## src/rtl/qif_pkg.sv

```systemverilog
// Shared types and constants for the QIF spike logger: record layout,
// serializer states and fixed byte values.
package qif_pkg;

  localparam int TS_W = 16;
  localparam logic [15:0] ISI_FIRST = 16'hFFFF;
  localparam logic [7:0]  SYNC_BYTE = 8'hA5;

  typedef struct packed {
    logic [7:0] isi_hi;
    logic [7:0] isi_lo;
    logic [7:0] v;
  } rec_t;

  typedef enum logic [2:0] {
    S_IDLE,
    S_HDR,
    S_B0,
    S_B1,
    S_B2
  } state_t;

endpackage

```

## src/rtl/qif_rec_fifo.sv

```systemverilog
// Small synchronous record FIFO. A push into a full FIFO is accepted when a
// pop happens in the same cycle. rst_n is an active-high asynchronous reset.
module qif_rec_fifo
  import qif_pkg::*;
#(
  parameter int DEPTH = 4
) (
  input  logic                     clk,
  input  logic                     rst_n,
  input  logic                     push,
  input  logic                     pop,
  input  rec_t                     din,
  output rec_t                     dout,
  output logic                     full,
  output logic                     empty,
  output logic [$clog2(DEPTH):0]   level
);

  localparam int AW = $clog2(DEPTH);
  localparam logic [AW-1:0] PTR_ONE = 1;
  localparam logic [AW:0]   LVL_ONE = 1;

  rec_t mem [DEPTH];
  logic [AW-1:0] wr_ptr, rd_ptr;
  logic do_push, do_pop;

  // DEPTH is a power of two, so the level MSB alone marks full
  assign full    = level[AW];
  assign empty   = (level == '0);
  assign do_pop  = pop & ~empty;
  assign do_push = push & (~full | do_pop);
  assign dout    = mem[rd_ptr];

  always_ff @(posedge clk) begin
    if (do_push) mem[wr_ptr] <= din;
  end

  always_ff @(posedge clk or posedge rst_n) begin
    if (rst_n) begin
      wr_ptr <= '0;
      rd_ptr <= '0;
      level  <= '0;
    end else begin
      if (do_push) wr_ptr <= wr_ptr + PTR_ONE;
      if (do_pop)  rd_ptr <= rd_ptr + PTR_ONE;
      case ({do_push, do_pop})
        2'b10:   level <= level + LVL_ONE;
        2'b01:   level <= level - LVL_ONE;
        default: level <= level;
      endcase
    end
  end

endmodule

```

## src/rtl/qif_spike_logger.sv

```systemverilog
// Spike event logger: timestamps spikes, computes ISI, buffers {ISI, V}
// records and serializes them bytewise; also reports a windowed spike rate.
// Define QIF_LOG_HEADER_EN to prefix every record with a sync byte.
// Note: rst_n is an asynchronous ACTIVE-HIGH reset despite its name.
module qif_spike_logger
  import qif_pkg::*;
#(
  parameter int FIFO_DEPTH = 4,
  parameter int WIN_LOG2   = 8
) (
  input  logic                          clk,
  input  logic                          rst_n,
  input  logic                          en,
  input  logic                          spike_in,
  input  logic signed [7:0]             v_in,
  output logic [7:0]                    out_data,
  output logic                          out_valid,
  input  logic                          out_ready,
  output logic [7:0]                    rate,
  output logic                          overflow,
  output logic [$clog2(FIFO_DEPTH):0]   fifo_level
);

`ifdef QIF_LOG_HEADER_EN
  localparam bit HDR_EN = 1'b1;
`else
  localparam bit HDR_EN = 1'b0;
`endif

  localparam logic [WIN_LOG2-1:0] WIN_ONE = 1;

  logic [TS_W-1:0] ts, last_ts, isi;
  logic            spike_q, first, evt, pop, full, empty, drop;
  rec_t            rec_in, fifo_out, hold;
  state_t          state, start_state;
  logic [7:0]      start_byte, spk_cnt, spk_next;
  logic [WIN_LOG2-1:0] win_cnt;

  assign evt      = en & spike_in & ~spike_q;
  assign isi      = first ? ISI_FIRST : ts - last_ts;
  assign rec_in   = {isi, v_in};
  assign pop      = ~empty & ((state == S_IDLE) | ((state == S_B2) & out_ready));
  assign drop     = evt & full & ~pop;
  assign spk_next = (spk_cnt == 8'hFF) ? 8'hFF : spk_cnt + 8'd1;

  // first byte of a record: sync byte when headers are enabled
  assign start_state = HDR_EN ? S_HDR : S_B0;
  assign start_byte  = HDR_EN ? SYNC_BYTE : fifo_out.isi_hi;

  qif_rec_fifo #(.DEPTH(FIFO_DEPTH)) u_fifo (
    .clk   (clk),
    .rst_n (rst_n),
    .push  (evt),
    .pop   (pop),
    .din   (rec_in),
    .dout  (fifo_out),
    .full  (full),
    .empty (empty),
    .level (fifo_level)
  );

  always_ff @(posedge clk or posedge rst_n) begin
    if (rst_n) begin
      ts       <= '0;
      last_ts  <= '0;
      spike_q  <= 1'b0;
      first    <= 1'b1;
      overflow <= 1'b0;
    end else begin
      ts      <= ts + 16'd1;
      spike_q <= spike_in;
      // ISI reference advances even when the record itself is dropped
      if (evt) begin
        last_ts <= ts;
        first   <= 1'b0;
      end
      if (drop) overflow <= 1'b1;
    end
  end

  always_ff @(posedge clk or posedge rst_n) begin
    if (rst_n) begin
      win_cnt <= '0;
      spk_cnt <= '0;
      rate    <= '0;
    end else begin
      win_cnt <= win_cnt + WIN_ONE;
      if (&win_cnt) begin
        rate    <= evt ? spk_next : spk_cnt;
        spk_cnt <= '0;
      end else if (evt) begin
        spk_cnt <= spk_next;
      end
    end
  end

  always_ff @(posedge clk or posedge rst_n) begin
    if (rst_n) begin
      state     <= S_IDLE;
      hold      <= '0;
      out_data  <= '0;
      out_valid <= 1'b0;
    end else begin
      case (state)
        S_IDLE: if (!empty) begin
          hold      <= fifo_out;
          state     <= start_state;
          out_data  <= start_byte;
          out_valid <= 1'b1;
        end
        S_HDR: if (out_ready) begin
          state    <= S_B0;
          out_data <= hold.isi_hi;
        end
        S_B0: if (out_ready) begin
          state    <= S_B1;
          out_data <= hold.isi_lo;
        end
        S_B1: if (out_ready) begin
          state    <= S_B2;
          out_data <= hold.v;
        end
        S_B2: if (out_ready) begin
          if (!empty) begin
            hold     <= fifo_out;
            state    <= start_state;
            out_data <= start_byte;
          end else begin
            state     <= S_IDLE;
            out_data  <= '0;
            out_valid <= 1'b0;
          end
        end
        default: begin
          state     <= S_IDLE;
          out_valid <= 1'b0;
        end
      endcase
    end
  end

endmodule
```

## config.mk

```make
export PLATFORM = sky130hd
export DESIGN_NAME = qif_spike_logger
export DESIGN_NICKNAME = d
export VERILOG_FILES = /design/src/rtl/qif_pkg.sv /design/src/rtl/qif_rec_fifo.sv /design/src/rtl/qif_spike_logger.sv
export SDC_FILE = /design/constraint.sdc
export NUM_CORES = 1
export LEC_CHECK = 0
export CAP_MARGIN = 20
export CORE_MARGIN = 2
export CORE_UTILIZATION = 33
export CTS_BUF_LIST = sky130_fd_sc_hd__clkbuf_2 sky130_fd_sc_hd__clkbuf_4 sky130_fd_sc_hd__clkbuf_8
export DETAILED_ROUTE_END_ITERATION = 16
export PLACE_DENSITY = 0.46
export SKIP_CTS_REPAIR_TIMING = 1
export SLEW_MARGIN = 20
export SYNTH_ARGS = -nofsm -noshare
export SYNTH_HDL_FRONTEND = slang
export SYNTH_HIERARCHICAL = 1
export SYNTH_SLANG_ARGS = --single-unit
```

## constraint.sdc

```tcl
create_clock -name clk -period 3.05 [get_ports clk]
set_input_delay 0.305 -clock clk [delete_from_list [all_inputs] [get_ports clk]]
set_output_delay 0.305 -clock clk [all_outputs]
set_load 0.03 [all_outputs]
```

==> results of run 1 <==
-- final cells by class --
class	instances	area, um^2
Clock inverter	14	171
Fill cell	2562	16600
Multi-Input combinational cell	443	3160
Timing Repair Buffer	48	455
Tap cell	341	427
Clock buffer	18	241
Inverter	33	126
Sequential cell	198	5440
-- kinds of logic (layout without fill, tap and decap cells) --
group | Yosys count | in the layout
fa+ha+maj | 25 | 25
simple gates | 231 | 231
xor+xnor | 30 | 30
flops | 198 | 198
compound gates | 107 | 107
buf+inv | 60 | 113
mux | 50 | 50
-- routing by layer --
metal  part of all wire (%)  vias to the layer above  global-route usage, %  wire, um
met2                     49                       57                   23.2      8830
met1                     48                     2622                   17.7      8560
met4                   0.63                        0                   2.53       114
met5                      0                        -                      0         0
li1                       -                     2579                      -         -
met3                    2.6                        6                   2.80       467
-- worst paths after layout --
path / end / slack (ns) / depth (start not counted)
worst max-delay path: u_fifo/level[2] / 0.46 / 13
worst min-delay path: u_fifo/wr_ptr[0] / 0.18 / 2
worst max register to register: u_fifo/level[2] / 0.46 / 13
worst min register to register: hold[14] / 0.48 / 2
max in group asynchronous: last_ts[4] / 1.98 / 3
min in group clk: spike_q / 0.32 / 1
-- power by group through the flow --
stage | registers, mW | logic (mW) | clock network [mW]
after global routing | 3.57 | 2.45 | 1.94
after global placement | 3.57 | 2.23 | 0
after CTS | 3.53 | 2.27 | 1.83
after detailed placement | 3.58 | 2.27 | 0
final | 3.52 | 2.22 | 1.77
after floorplan | 3.58 | 1.63 | 0
-- Yosys cell counts, types with 3 or more instances --
master	instances
inv_1	31
and4_1	3
nand4_1	5
o21a_1	7
mux2i_1	16
xor2_1	8
clkbuf_1	11
nor3_1	9
nand2b_1	4
xnor2_1	22
mux4_2	18
nor2_1	35
o21ai_0	40
and2_1	6
edfxtp_1	96
ha_1	23
nor2b_1	11
buf_2	9
a21oi_1	26
mux2_2	10
and3_1	8
a21o_1	6
nand2_1	121
mux4_1	6
dfrtp_1	101
o2bb2ai_1	8
nand3_1	18
-- flip-flops by register name, indices dropped and copies added (netlist names), 3 cells and up --
name / count
u_fifo/mem: 96
spk_cnt: 8
hold: 24
rate: 8
out_data: 8
last_ts: 16
win_cnt: 8
u_fifo/level: 3
ts: 16
state: 3
-- worst max-delay path, stage by stage, from the launching register on --
cell,delay [ns]
dfrtp_1,0.44
nor3_1,0.29
buf_4,0.19
nor3_2,0.05
nand2_1,0.13
inv_2,0.09
o21a_1,0.25
inv_1,0.09
ha_1,0.17
inv_1,0.07
fa_1,0.37
xor2_1,0.15
nor2_1,0.11
xnor2_1,0.12
==> out/qor.yml, run 1 <==
outcome: "complete, no violations"
swShare_pct: 32.6
place_hpwl_um: 12200
post_dp_cell_area_um2: 9600
pwr-share-clk_pct: 23.6
synth.distinct_cells: 63
path_clk_slew_ns: 0.10
cts_buffers: 17
p_int_mw: 5.06
vdd_drop_max_uv: 297
final_cell_mix: "nand2_1 (121), dfrtp_1 (101), edfxtp_1 (96)"
track_usage_pct: 13.5
synthesis.nets: 739
ant_nets: 0
leakagePower_nw: 4.07
hold_violations: 0
clock_skew_ns: 0.0201
setup_viol: 0
grt_max_degree: 51
antenna_found_initial: 0
power_density_nw_per_um2: 749
yosysTopAreaCellShare_pct: 32.5
combPwrFrac_pct: 29.6
io_pins: 34
critPathLaunch: "u_fifo/level[0]"
die_area_um2: 28200
synth_xor_area_share_pct: 2.96
start_kind: "flop"
antennaDiodeCount: 0
vias_per_cell: 4.81
post-place-cells: 1063
drt-total-wl_um: 18000
yosysTopAreaCell: "edfxtp_1"
grt_pass1_wl_um: 29600
fin_cells: 1095
cts_tree: "yes"
seq_power_share_pct: 46.9
cts_root_buffer: "clkbuf_8"
cts_num_sinks: 198
setup-tns-final_ns: 0
fmax_mhz: 386
drtIter0Drc: 366
place.gp.congestion: 0.769
grt_pass1_vias: 5501
synth_top_family_by_area: "simple AND/OR/NAND/NOR gates"
period_share_pct: 84.9
muxShareOfSynthArea_pct: 9.41
fin_util_pct: 37.6
fin_area_um2: 10000
mostFrequentLayoutCell: "nand2_1"
synthFlopType: "dfrtp_1"
synth_compound_area_share_pct: 7.65
end_kind: "flop"
postSynthCellCount: 701
vias: 5264
synthesis.area_um2: 8880
grt_overflow: 0
core_um2: 26700
drive_gt1_share_pct: 11.7
pre_cts_slack_ns: 0.458
critPathMaxFanout: 7
dr.pass1.iters: 5
hp-class: "primary input to async pin"
syn_avg_cell_area_um2: 12.7
whs_ns: 0.179
slew_headroom_pct: 52.1
maxCapViolCount: 0
port_buffers: 33
power.switching_mw: 2.45
synth_seq_cells: 198
row_count: 60
wire_per_inst_um: 16.4
clk_latency_ns: 0.46
initial_core_util_pct: 33.3
tightest_slew_ns: 0.719
ys_top_cells_by_area: "edfxtp_1 (32%), dfrtp_1 (28%), nand2_1 (5.1%)"
syn_to_final_growth_pct: 12.8
dieHeight_um: 168
clock_path_buffers: 2
drc: 0
synth-simple-area-share_pct: 11.8
synth-edff-count: 96
rsz0062_at_grt: "false"
yosys_warnings: 6
yosysSeqAreaShare_pct: 61.2
p_total_mw: 7.50
crit_type: "flop to flop"
cp.required_ns: 3.44
finalCriticalPeriod_ns: 2.59
fin_ws_ns: 0.461
maxSlewViolCount: 0
synth_adder_area_share_pct: 3.69
cts_max_level: 4
critPathArrivalTime_ns: 2.98
die_w_um: 168
async_flop_share_pct: 51.5
worstReg2RegStart: "u_fifo/level[0]"
fin_nets: 779
No activity file was read; power rests on OpenSTA's default activity.
==> run 2, diff against run 1 <==
==> constraint.sdc (replaced) <==
create_clock -name clk -period 2.44 [get_ports clk]
set_input_delay 0.244 -clock clk [delete_from_list [all_inputs] [get_ports clk]]
set_output_delay 0.244 -clock clk [all_outputs]
set_load 0.03 [all_outputs]
==> run 2 against run 1 <==
Effect of this change: register-to-register slack worse by 0.36 ns; setup slack worse by 0.36 ns; combinational power is 36% higher; fmax is 11% higher; critical path type unchanged.
==> out/qor.yml, run 2 (synthesized netlist as in run 1, its figures left out) <==
syn_to_final_growth_pct: 16.6
antenna_found_initial: 0
clk_latency_ns: 0.46
clock_skew_ns: 0.0214
mostFrequentLayoutCell: "nand2_1"
post-place-cells: 1086
row_count: 60
crit_buf_inv: 0
hold_violations: 0
leakagePower_nw: 4.24
grt_pass1_vias: 5483
drtIter0Drc: 334
critPathArrivalTime_ns: 2.61
die_w_um: 168
grt_overflow: 0
setup-tns-final_ns: 0
maxCapViolCount: 0
setup_viol: 0
cts_max_level: 4
reg.largest.list: "u_fifo/mem: 96 flops, hold: 24 flops"
place.gp.congestion: 0.763
slew_headroom_pct: 61.9
period_share_pct: 95.9
seq_area_um2: 5440
cts_num_sinks: 198
grt_max_degree: 59
clock_path_buffers: 2
fin_util_pct: 38.8
multi_input_area_um2: 3220
vdd_drop_max_uv: 347
crit_type: "flop to flop"
ant_nets: 0
track_usage_pct: 13.5
fin_cells: 1121
io_pins: 34
path_delay_family: "compound AO/OA/AOI/OAI gates"
hp-class: "primary input to async pin"
pre_cts_slack_ns: 0.0232
dr.pass1.iters: 5
cp.required_ns: 2.71
critPathMaxStageDelay_ns: 0.45
power_density_nw_per_um2: 926
tightest_slew_ns: 0.569
end_kind: "flop"
grt_pass1_wl_um: 29500
maxSlewViolCount: 0
final_cell_mix: "nand2_1 (121), dfrtp_1 (99), edfxtp_1 (96)"
drive_gt1_share_pct: 17.1
cts_tree: "yes"
core_um2: 26700
fin_ws_ns: 0.0996
initial_core_util_pct: 33.3
cts_root_buffer: "clkbuf_8"
wire_per_inst_um: 16.2
rsz0062_at_grt: "true"
largest_register: "u_fifo/mem"
path_clk_slew_ns: 0.11
fmax_mhz: 427
p_total_mw: 9.59
critPathMaxFanout: 6
start_kind: "flop"
nFillCells: 2545
drt-total-wl_um: 18200
cts_buffers: 17
crit_path_cell_trace: "ha_1 > and3b_1 > o21a_1 > o31ai_1 > nor2b_1 > mux2i_2"
vias_per_cell: 4.78
largest_register_ffs: 96
outcome: "complete, no violations"
drc: 0
finalCriticalPeriod_ns: 2.34
vias: 5361
fin_nets: 805
place_hpwl_um: 12600
slowest_stage: "dfrtp_1"
port_buffers: 33
dieHeight_um: 168
antennaDiodeCount: 0
die_area_um2: 28200
-- run 2: cell types whose count changed in the layout (fill, tap and decap cells not counted), moves of 4 or more --
cell / delta
buf_4: +21
inv_8: +6
buf_12: +5
mux2i_1: -5
mux2i_2: +5
and2_1: -4
and2_2: +4
inv_6: -4
-- run 2: worst reg2reg max path: stages (launching register included) --
cell and delay [ns]:
dfrtp_1 0.45, ha_1 0.37, and3b_1 0.23, o21a_1 0.22, o31ai_1 0.34, nor2b_1 0.25
mux2i_2 0.30
-- run 2: final cells by class --
class                   instances  share of cell area (%)
flip-flops and latches        198                    52.5
clock inverters                15                    1.85
well taps                     341                    4.12
multi-input cells             443                    31.1
inverters                      33                    1.23
clock buffers                  17                    2.26
repair buffers                 74                    6.89
-- run 2: layer usage --
metal | global-route usage [%] | up-vias | routed length (um) | part of all wire [%]
met5 | 0 | - | 0 | 0
met4 | 3.55 | 0 | 216 | 1.2
met3 | 2.80 | 14 | 426 | 2.3
met2 | 22.7 | 61 | 9030 | 50
met1 | 17.7 | 2661 | 8480 | 47
li1 | - | 2625 | - | -
-- run 2: report_power, final --
| part | leakage (nW) | total (mW) | internal [mW] | switching [mW] |
|---|---|---|---|---|
| Sequential | 2.12 | 4.36 | 4.03 | 0.323 |
| Combinational | 1.90 | 3.02 | 1.40 | 1.63 |
| Clock | 0.216 | 2.21 | 0.967 | 1.24 |
| Total | 4.24 | 9.59 | 6.40 | 3.19 |
-- run 2: path summary, 6_finish.rpt --
check | start | to | slack (ns) | depth (start not counted)
hold / removal | rst_n | u_fifo/level[2] | 0.09 | 2
hold reg to reg | win_cnt[4] | win_cnt[4] | 0.47 | 1
max in group asynchronous | rst_n | first | 1.57 | 3
setup / recovery | ts[2] | u_fifo/mem[1][17] | 0.1 | 6
min in group clk | spike_in | spike_q | 0.25 | 1
setup reg to reg | ts[2] | u_fifo/mem[1][17] | 0.1 | 6
-- run 2: metrics by stage --
step	hold WS (ns)	instance area (um^2)
detailed placement	0.456	9860
CTS	0.0863	10300
global route	0.115	10400
global placement	0.443	9860
floorplan	0.0473	8900
finish	0.0922	10400
==> edit 1 (settings of run 2) <==
`HDR_EN`: 1'b0 -> 1'b1.
--- a/src/rtl/qif_spike_logger.sv
+++ b/src/rtl/qif_spike_logger.sv
@@ -25,5 +25,5 @@
   localparam bit HDR_EN = 1'b1;
 `else
-  localparam bit HDR_EN = 1'b0;
+  localparam bit HDR_EN = 1'b1;
 `endif
 
Formal check against the unedited RTL: not equivalent (Yosys sat finds a counterexample within 4 cycles, from zero or initial values and one cycle with rst_n high).
==> edit 1 against run 2 <==
  * Synthesized area rose by 0.58%
  * Wire length fell by 2.4%
  * Non-clock buffer count fell by 2
  * Core utilization barely moved
  * Cell area rose by 0.17%
  * Setup slack improved by 0.013 ns
  * Sequential cell count did not move
  * Sequential share of layout area fell by 0.077 points
  * First-iteration DRC count fell by 24%
  * Total power rose by 1.1%
  * Critical path depth did not move
  * Die area rose by 0.57%
  * Global-route usage fell by 0.14 points
  * Highest routed layer unchanged
==> edit 1: results (changes against run 2) <==
N_diodes = 0 (unchanged)
WL final = 17,720 um (-2.4%)
Max Slew Vio Count = 0 (unchanged)
CP max stage cell = or4_1
Dpl hpwl = 11,930 um (-5.4%)
Met1 GRT Util = 0.1772 (+0.0001850)
Gpl congestion = 0.8099 (+6.1%)
Slew @ Worst Pin = 0.6741 ns (+0.1048 ns)
H-tree depth = 4 (unchanged)
Initial antenna violation count = 0 (unchanged)
Root buffer cell = clkbuf_8
Met2 GRT Util = 0.2228 (-0.004514)
Peak VDD IR = 403.5 uV (+16%)
Met3 usage = 0.02829 (+0.0003172)
Via/cell ratio = 4.893 (+2.3%)
Leakage power = 0.004136 uW (-2.4%)
Share of layout cells above drive strength 1 = 0.2116 (+0.04108)
Pin count of the biggest net entering global routing = 53 (-10%)
Async S/R FF share, synth = 0.5152 (unchanged)
Seq/Total Area, Yosys = 0.6087 (-0.003517)
Worst min-delay path category = input pin to asynchronous set/reset pin
Number of synthesized flops with an enable pin = 96 (unchanged)
Final Skew = 0.02075 ns (-0.0006372 ns)
First-pass GRT wire length = 29,630 um (+0.35%)
Nets = 767 (-4.7%)
Yosys cell types = 60 (-4.8%)
CP max stage delay = 0.60 ns (+0.15 ns)
Commonest cells in the netlist = dfrtp_1 (101), edfxtp_1 (96), nand2_1 (60)
Mapped Nets = 704 (-4.7%)
Clock tree buffer depth = 2 (unchanged)
Gr usage total = 0.1331 (-0.001384)
Vias in the first global route = 5,478 (-0.091%)
Worst skew pair latency = 0.47 ns
Placed cell area = 0.009837 mm2 (-0.19%)
Pre-antenna DRT Iters = 4 (-1)
CTS clk-pin slew, worst paths = 0.12 ns
Port bufs = 33 (unchanged)
CP Max Fanout = 6 (unchanged)
WP data arrival = 2.57 ns (-0.04 ns)
CTS buffer count = 17 (unchanged)
Final Hold Fails = 0 (unchanged)
Yosys warnings = 6 (unchanged)
Status = complete, no violations
Largest cells by area after synthesis = edfxtp_1 (32%), dfrtp_1 (28%), mux4_2 (4.5%)
Biggest regs = u_fifo/mem: 96 flops, hold: 24 flops
Initial drt markers = 255 (-24%)
-- edit 1: cell count changes after synthesis, sizes merged, moves of 3 or more --
cell and delta:
o22ai +4, a21oi -10, a22oi +6, xor2 +5
o21ai -5, o2bb2ai -4, mux2 +23, inv +3
a211oi +3, mux2i -9, nand3 +3, nand2 -61
and2 +3
-- edit 1: power breakdown --
part           leakage, uW  switching, uW  internal, uW
sequential         0.00210            290          4070
combinational      0.00183           1590          1580
clock             0.000214           1350           811
-- edit 1: cell families after synthesis --
| kind of cell | count (synthesis) | synth area share |
|---|---|---|
| DFF | 198 | 0.6087 |
| and+or+nand+nor | 172 | 0.09232 |
| AOI/OAI and AO/OA | 111 | 0.08126 |
| muxes | 64 | 0.1125 |
| buffers and inverters | 63 | 0.03614 |
| xor gates and xnor gates | 33 | 0.03236 |
| adders and majority gates | 25 | 0.03671 |
-- edit 1: path summary, 6_finish.rpt --
kind                       startpoint                 to  slack (ns)  cells past startpoint
max                            ts[12]  u_fifo/mem[2][23]        0.11                      6
min                             rst_n    u_fifo/level[1]         0.1                      2
max reg2reg                    ts[12]  u_fifo/mem[2][23]        0.11                      6
min reg2reg                win_cnt[3]         win_cnt[3]        0.48                      1
max in group asynchronous       rst_n             ts[12]        1.57                      3
min in group clk             spike_in            spike_q        0.24                      1
-- edit 1: final cells by class --
class | instances | area [um2]
fillers | 2554 | 16360
flip-flops and latches | 198 | 5440
multi-input cells | 405 | 3257
repair buffers | 72 | 685.7
well taps | 341 | 426.7
clock buffers | 17 | 234.0
clock inverters | 15 | 191.4
inverters | 35 | 135.1
-- edit 1: layer usage --
layer  up-vias  wire length (um)
li1       2564                 -
met1      2658              8368
met2        63              8713
met3        14               449
met4         0               191
met5         -                 0
-- edit 1: critical path, delay by kind of cell (launching register included) --
kind | cells | cell delay (ns)
flip-flops | 1 | 0.46
adder cells (fa/ha/maj) | 1 | 0.39
AND/OR/NAND/NOR | 3 | 0.82
AO/OA/AOI/OAI | 2 | 0.43
-- edit 1: per-stage QoR --
stage	utilization	instances	hold slack, ns	worst slack, ns
final	0.3880	1083	0.09501	0.1130
after detailed placement	0.3681	1047	0.4593	-0.1226
after global routing	0.3880	1083	0.09109	-0.01948
after floorplan	-	666	0.04733	-0.1057
after global placement	0.3681	1047	0.4546	-0.03738
after CTS	0.3840	1079	0.07885	-0.1809
==> edit 2 (settings of run 2) <==
Made on the original files. Reset style: synchronous (`rst_n`), changed in 4 clocked blocks. Comments in the files are not updated.
--- a/src/rtl/qif_rec_fifo.sv
+++ b/src/rtl/qif_rec_fifo.sv
@@ -36,5 +36,5 @@
   end
 
-  always_ff @(posedge clk or posedge rst_n) begin
+  always_ff @(posedge clk) begin
     if (rst_n) begin
       wr_ptr <= '0;
--- a/src/rtl/qif_spike_logger.sv
+++ b/src/rtl/qif_spike_logger.sv
@@ -60,5 +60,5 @@
   );
 
-  always_ff @(posedge clk or posedge rst_n) begin
+  always_ff @(posedge clk) begin
     if (rst_n) begin
       ts       <= '0;
@@ -79,5 +79,5 @@
   end
 
-  always_ff @(posedge clk or posedge rst_n) begin
+  always_ff @(posedge clk) begin
     if (rst_n) begin
       win_cnt <= '0;
@@ -95,5 +95,5 @@
   end
 
-  always_ff @(posedge clk or posedge rst_n) begin
+  always_ff @(posedge clk) begin
     if (rst_n) begin
       state     <= S_IDLE;
Check against the original RTL: differs if rst_n is asserted again (counterexample within 4 cycles, from zero or initial values and one cycle with rst_n high); with rst_n held inactive, the same outputs for 10 cycles.
==> edit 2 against run 2 <==
  * Clock skew rose by 0.0031 ns
  * Setup slack gained 0.071 ns
  * Sequential cell count rose by 2
  * Count of clock-buffer cells in the layout rose by 1
  * Cell area fell by 2.9%
  * Core utilization shrank 0.18 points
  * Synthesized area is 1.7% lower
  * Wire length grew 0.66%
  * Maximum frequency grew 3.1%
  * Non-clock buffer count shrank 5
  * Die area is 1.7% lower
Power is not compared: it rests on default switching activity, and its combinational part moved more than twofold at a synthesized area within 25%.
==> edit 2: results (changes against run 2) <==
Status = complete, no violations
CP max stage cell = dfxtp_4
Seq/Total Area, Yosys = 0.5690 (-0.04326)
Dpl hpwl = 12,510 um (-0.80%)
WP data arrival = 2.67 ns (+0.06 ns)
Async S/R FF share, synth = 0 (-0.5152)
Worst min-delay path category = input pin to flop
Final Skew = 0.02445 ns (+0.003055 ns)
DP Worst Slack = 0.03655 ns (+0.01339 ns)
Syn Inst Count = 785 (+12%)
Vias in the first global route = 5,817 (+6.1%)
Largest cells by area after synthesis = edfxtp_1 (33%), dfxtp_1 (24%), mux4_2 (5.2%)
First-pass GRT wire length = 30,290 um (+2.6%)
Share of layout cells above drive strength 1 = 0.1459 (-0.02463)
Pin count of the biggest net entering global routing = 47 (-20%)
CP max stage delay = 0.38 ns (-0.07 ns)
Yosys cell types = 59 (-6.3%)
Multiplexer area fraction after synthesis = 0.07987 (-0.01426)
Mapped Nets = 823 (+11%)
Ys flop type = dfxtp_1
Setup crit start = u_fifo/level[1]
Synth Area in XOR/XNOR = 0.02610 (-0.003493)
Critical Path Sink = u_fifo/level[2]
Commonest cells in the netlist = nand2_1 (120), dfxtp_1 (104), edfxtp_1 (96)
Wire length per cell = 15.42 um (-4.8%)
Layout Cells excl Fill = 1,185 (+5.7%)
Via count = 5,780 (+7.8%)
Synth Area in Adders = 0.03757 (+0.0006511)
-- edit 2: cell count changes after synthesis, sizes merged, moves of 8 or more --
cell / delta
o2bb2ai: -8
mux2i: -12
dfxtp: +104
xnor2: -11
o21ai: -8
a211oi: +11
a21oi: +60
dfrtp: -101
or3: +8
nor2: +24
-- edit 2: layout make-up --
cell class                 count  area (um2)
clock buffer                  18       241.5
clock inverter                14       155.1
fill                        2534       15940
inverter                      34       127.6
multi-input combinational    515        3485
sequential                   200        4974
tap                          335       419.2
timing repair buffer          69       645.6
-- edit 2: layer usage --
metal / GRT usage / wire length (um) / vias up
met4: 0.03711 / 226 / 0
met5: 0 / 0 / -
met3: 0.02923 / 418 / 12
li1: - / - / 2896
met2: 0.2291 / 8898 / 62
met1: 0.1771 / 8725 / 2810
-- edit 2: worst min-delay path: cells and delay by family --
kind / cells / cell delay, ns
AO/OA/AOI/OAI: 1 / 0.05
buffers and inverters: 1 / 0.11
AND/OR/NAND/NOR: 2 / 0.24
